File: src/rtl/psum_drain_reader.sv
`default_nettype none
// +---------------------------------------------------------------------------+
// | psum_drain_reader: streams a contiguous psum RAM range downstream over    |
// | valid/ready with a 2-entry skid FIFO and credit-based read issue.         |
// | Optional macro: PSUM_DRAIN_RELU_EN (clamp negative lanes to 0 at push).   |
// | Revision: 1.0                                                             |
// +---------------------------------------------------------------------------+
module psum_drain_reader #(
   parameter int ARRAY_DIM  = 16,
   parameter int ACC_WIDTH  = 32,
   parameter int ADDR_WIDTH = 10
) (
   input  logic                           clk,
   input  logic                           rst_n,
   input  logic                           start_i,
   input  logic [ADDR_WIDTH-1:0]          base_addr_i,
   input  logic [ADDR_WIDTH:0]            num_words_i,
   output logic                           busy_o,
   output logic                           done_o,
   output logic                           ren_o,
   output logic [ADDR_WIDTH-1:0]          raddr_o,
   input  logic [ARRAY_DIM*ACC_WIDTH-1:0] rdata_i,
   output logic                           m_valid_o,
   input  logic                           m_ready_i,
   output logic [ARRAY_DIM*ACC_WIDTH-1:0] m_data_o,
   output logic                           m_last_o
);

   localparam int                DW  = ARRAY_DIM * ACC_WIDTH;
   localparam logic [ADDR_WIDTH:0] ONE = 1;

   typedef enum logic [1:0] {
      S_IDLE  = 2'd0,
      S_READ  = 2'd1,
      S_FLUSH = 2'd2,
      S_DONE  = 2'd3
   } state_e;

   state_e                state_q, state_d;
   logic [ADDR_WIDTH-1:0] base_q, base_d;
   logic [ADDR_WIDTH:0]   num_q, num_d;
   logic [ADDR_WIDTH:0]   issued_q, issued_d;
   logic [ADDR_WIDTH:0]   popped_q, popped_d;
   logic                  inflight_q;
   logic [1:0]            count_q;
   logic                  rd_ptr_q, wr_ptr_q;
   logic [DW-1:0]         mem_q [2];

   logic [DW-1:0]         push_data;
   logic                  push, pop, ren;
   logic [2:0]            credit;

`ifdef PSUM_DRAIN_RELU_EN
   for (genvar i = 0; i < ARRAY_DIM; i++) begin : g_relu
      assign push_data[i*ACC_WIDTH +: ACC_WIDTH] =
         rdata_i[(i+1)*ACC_WIDTH-1] ? '0 : rdata_i[i*ACC_WIDTH +: ACC_WIDTH];
   end
`else
   assign push_data = rdata_i;
`endif

   assign m_valid_o = (count_q != 2'd0);
   assign m_data_o  = mem_q[rd_ptr_q];
   assign m_last_o  = m_valid_o && (popped_q == (num_q - ONE));
   assign busy_o    = (state_q == S_READ) || (state_q == S_FLUSH);
   assign done_o    = (state_q == S_DONE);
   assign ren_o     = ren;
   assign raddr_o   = base_q + issued_q[ADDR_WIDTH-1:0];
   assign push      = inflight_q;
   assign pop       = m_valid_o & m_ready_i;
   // Occupancy after this edge if no new read were issued; must stay below 2 to issue.
   assign credit    = {1'b0, count_q} + {2'b00, inflight_q} - {2'b00, pop};

   always_comb begin
      state_d  = state_q;
      base_d   = base_q;
      num_d    = num_q;
      issued_d = issued_q;
      popped_d = pop ? (popped_q + ONE) : popped_q;
      ren      = 1'b0;
      case (state_q)
         S_IDLE: begin
            if (start_i) begin
               if (num_words_i == '0) begin
                  state_d = S_DONE;
               end else begin
                  base_d   = base_addr_i;
                  num_d    = num_words_i;
                  issued_d = '0;
                  popped_d = '0;
                  state_d  = S_READ;
               end
            end
         end
         S_READ: begin
            if (credit < 3'd2) begin
               ren      = 1'b1;
               issued_d = issued_q + ONE;
               if (issued_d == num_q) state_d = S_FLUSH;
            end
         end
         S_FLUSH: begin
            if (!inflight_q && (credit == 3'd0)) state_d = S_DONE;
         end
         default: state_d = S_IDLE;
      endcase
   end

   always_ff @(posedge clk or negedge rst_n) begin
      if (!rst_n) begin
         state_q    <= S_IDLE;
         base_q     <= '0;
         num_q      <= '0;
         issued_q   <= '0;
         popped_q   <= '0;
         inflight_q <= 1'b0;
         count_q    <= 2'd0;
         rd_ptr_q   <= 1'b0;
         wr_ptr_q   <= 1'b0;
         mem_q[0]   <= '0;
         mem_q[1]   <= '0;
      end else begin
         state_q    <= state_d;
         base_q     <= base_d;
         num_q      <= num_d;
         issued_q   <= issued_d;
         popped_q   <= popped_d;
         inflight_q <= ren;
         count_q    <= count_q + {1'b0, push} - {1'b0, pop};
         if (push) begin
            mem_q[wr_ptr_q] <= push_data;
            wr_ptr_q        <= ~wr_ptr_q;
         end
         if (pop) rd_ptr_q <= ~rd_ptr_q;
      end
   end

   a_no_overflow: assert property (@(posedge clk) disable iff (!rst_n)
      !(push && !pop && (count_q == 2'd2)));

endmodule
`default_nettype wire

File: config.mk
export PLATFORM = sky130hd
export DESIGN_NAME = psum_drain_reader
export DESIGN_NICKNAME = d
export VERILOG_FILES = /design/src/rtl/psum_drain_reader.sv
export SDC_FILE = /design/constraint.sdc
export NUM_CORES = 1
export LEC_CHECK = 0
export ABC_CLOCK_PERIOD_IN_PS = 6540
export CORE_AREA = 3 3 416 418
export CTS_CLUSTER_SIZE = 8
export DETAILED_ROUTE_END_ITERATION = 12
export DIE_AREA = 0 0 419 421
export PLACE_DENSITY = 0.57
export SYNTH_ARGS = -nofsm -noshare
export SYNTH_HDL_FRONTEND = slang
export SYNTH_SLANG_ARGS = --single-unit
File: constraint.sdc
create_clock -name clk -period 6.54 [get_ports clk]
set_clock_uncertainty 0.15 [all_clocks]
set_input_delay 0.981 -clock clk [delete_from_list [all_inputs] [get_ports clk]]
set_output_delay 0.981 -clock clk [all_outputs]
set_load 0.01 [all_outputs]
==> flow_metrics.tcl <==
set metrics [dict create \
    status "finished clean" \
    worst_ep_required_time_ns 5.41 \
    r2r-start "count_q[1]" \
    post-dp-hpwl_um 115000 \
    worst_skew_pair.late_latency_ns 0.76 \
    drc 0 \
    critPathBufInv 3 \
    max_clock_freq_mhz 213 \
    finalPower_mw 36.1 \
    fin_crit_ns 4.69 \
    rsz0062_at_grt "false" \
    reg2reg_depth 14 \
    path_clk_slew_ns 0.05 \
    ys.warnings.count 0 \
    cp_slowest_stage_delay_ns 0.61 \
    area_growth_pct 37.4 \
    hold_violations 0 \
    root_buffer "clkbuf_16" \
    ys_seq_area_share_pct 57.3 \
    initial_core_util_pct 27.7 \
    die_x_um 419 \
    synth_top_area_cell "dfrtp_1" \
    reg2reg_slack_ns 2.66 \
    placementRows 151 \
    fillCellCount 16000 \
    cts_setup_buffers 0 \
    start_kind "flip-flop" \
    drv_slew 0 \
    routabilityCongestion 0.881 \
    finalSetupViolCount 0 \
    cts_tree "done" \
    max-slew-margin-rel_pct 28.8 \
    tns_ns 0 \
    synth_cells 3110 \
    cp.arrival_ns 3.56 \
    max_slew.worst_pin.slew_ns 1.07 \
    cpMaxStageDelayCell "clkdlybuf4s50_1" \
    antenna_found_initial 39 \
    cts.sinks 1074 \
    ctsHtreeMaxLevel 4 \
    p_leak_nw 26.5 \
    cpLargestDelayFamily "buffers and inverters" \
    drv_cap 0 \
    crit_type "flip-flop to output pin" \
    wire_per_inst_um 24.3 \
    hold_class "input port to asynchronous set/reset pin" \
    gr-total-overflow 0 \
    syn_area_sq_um 46900 \
    track_usage_pct 17.5 \
    synthArstFlopShare_pct 100 \
    period_share_pct 71.7 \
    synth_fp_nets 3666 \
    ys_seq_elements 1074 \
    io_buffer_count 1063 \
    r2r-end "issued_q[6]" \
    drt-initial-drc-count 1268 \
    synth.distinct_cells 50 \
    placedCellCount 6251 \
    cts_buffers 154 \
    critPathMaxFanout 5 \
    cts.repair.resized 0 \
    ios 1064 \
    synth_top_area_share_pct 57.3 \
    synthFlopType "dfrtp_1" \
    crit_top_cell "nand2_1" \
    clockBufferDepth 3 \
    wl_um 157000 \
    drive_gt1_share_pct 42.0 \
    grt_max_degree 149 \
    layout_commonest_cell "mux2_2" \
    path_cells "inv_1 > nand2_1 > and2_1 > nand2_1 > o21ai_0 > ha_1 > fa_1 > xnor2_1 > nor2_1 > nand2_1 > inv_1 > clkdlybuf4s50_1" \
    ctsHoldBuffers 0 \
    finalNetCount 4745 \
    dieArea_sq_um 176000 \
    post-route-util_pct 38.0 \
    synth-edff-count 0 \
    grt_pass1_wl_um 228000 \
    viasPerCell 4.62 \
    syn_area_per_cell_sq_um 15.1 \
    final_cells 6461 \
    core_sq_um 169000 \
    crit_path_end_kind "output pin" \
    yosys-top-cells-area "dfrtp_1 (57%), mux2_2 (37%), clkbuf_1 (1.0%), buf_2 (0.58%), xnor2_1 (0.52%)" \
    grt_pass1_vias 32100 \
    ir_drop_mv 0.280 \
    layout_common_cells "mux2_2 (1539), dfrtp_1 (1073), clkdlybuf4s50_1 (1062)" \
    p_per_area_nw_per_um2 560 \
    die_height_um 421 \
    first_pass_iters 5 \
    vias 29800 \
    ant_nets 0 \
]
## registers in the layout, indices dropped and copies added, names as in the netlist
register / cells
wr_ptr_q: 1
base_q: 10
num_q: 11
count_q: 2
state_q: 2
popped_q: 11
inflight_q: 1
mem_q: 1024
issued_q: 11
rd_ptr_q: 1
## cells by family (layout without fill, tap and decap cells)
| family | count (synthesis) | after routing | share of synthesized area, % |
|---|---|---|---|
| mux | 1541 | 1541 | 37.0 |
| flops | 1074 | 1074 | 57.3 |
| buf+inv | 205 | 1309 | 1.79 |
| simple gates | 150 | 150 | 1.51 |
| compound gates | 72 | 72 | 0.976 |
| xor+xnor | 49 | 49 | 0.915 |
| fa+ha+maj | 19 | 19 | 0.539 |
| other cells | 0 | 29 | 0 |
## metrics by stage
step                area, sq um  worst slack [ns]  hold slack [ns]
global placement          60100              1.86            0.323
detailed placement        60100              1.84            0.323
CTS                       64400              1.74           0.0504
finish                    64500              1.85           0.0564
global route              64400              1.58           0.0579
floorplan                 46900              3.08            0.302
## layout make-up
| class | count | area, sq um | share of cell area (%) |
|---|---|---|---|
| flip-flops and latches | 1074 | 26900 | 41.7 |
| multi-input cells | 1831 | 19200 | 29.8 |
| repair buffers | 1110 | 11200 | 17.3 |
| clock buffers | 164 | 3940 | 6.12 |
| well taps | 2218 | 2780 | 4.30 |
| clock inverters | 17 | 347 | 0.538 |
| diodes | 29 | 72.6 | 0.113 |
| inverters | 18 | 67.6 | 0.105 |
## report_power, final
part	leakage (nW)	switching, mW	internal (mW)	total [mW]
registers	12.9	1.63	9.99	11.6
logic	11.6	7.26	9.94	17.2
clock network	2.09	2.96	4.34	7.29
total	26.5	11.9	24.3	36.1
## worst register-to-register path, cell delays in order (launching register included)
cell and delay, ns:
dfrtp_1 0.41, inv_1 0.11, nand2_1 0.11, and2_1 0.22
nand2_1 0.11, o21ai_0 0.10, ha_1 0.21, fa_1 0.41
xnor2_1 0.19, nor2_1 0.09, nand2_1 0.11, a21o_1 0.50
a21boi_1 0.75, o21ai_0 0.21, o31ai_1 0.11
## worst max-delay path by stage
stage,start,endpoint,slack (ns),cells past startpoint
after global placement,m_ready_i,issued_q[2],1.86,13
after CTS,num_q[2],m_last_o,1.74,8
after detailed placement,m_ready_i,issued_q[6],1.84,13
after global routing,count_q[1],ren_o,1.58,12
after floorplan,m_ready_i,ren_o,3.08,9
final,count_q[1],ren_o,1.85,12
## synthesized netlist by cell type (8+ instances only)
library cell  number
ha_1              17
o21ai_1            8
clkbuf_1         129
buf_2             54
nor3_1             8
inv_1             17
dfrtp_1         1074
nand2_1           63
xnor2_1           28
xor2_1            21
nand3_1           14
nor2_1            29
o21ai_0           23
mux2_2          1539
o31ai_1            8
## metal layers
| layer | routed length, um | GRT usage [%] | share of wire, % | up-vias |
|---|---|---|---|---|
| li1 | - | - | - | 13300 |
| met1 | 63900 | 20.8 | 41 | 15600 |
| met2 | 79500 | 30.2 | 51 | 706 |
| met3 | 9200 | 5.21 | 5.9 | 208 |
| met4 | 4350 | 5.83 | 2.8 | 16 |
| met5 | 98 | 0 | 0.062 | - |
(Power assumes the default switching activity.)
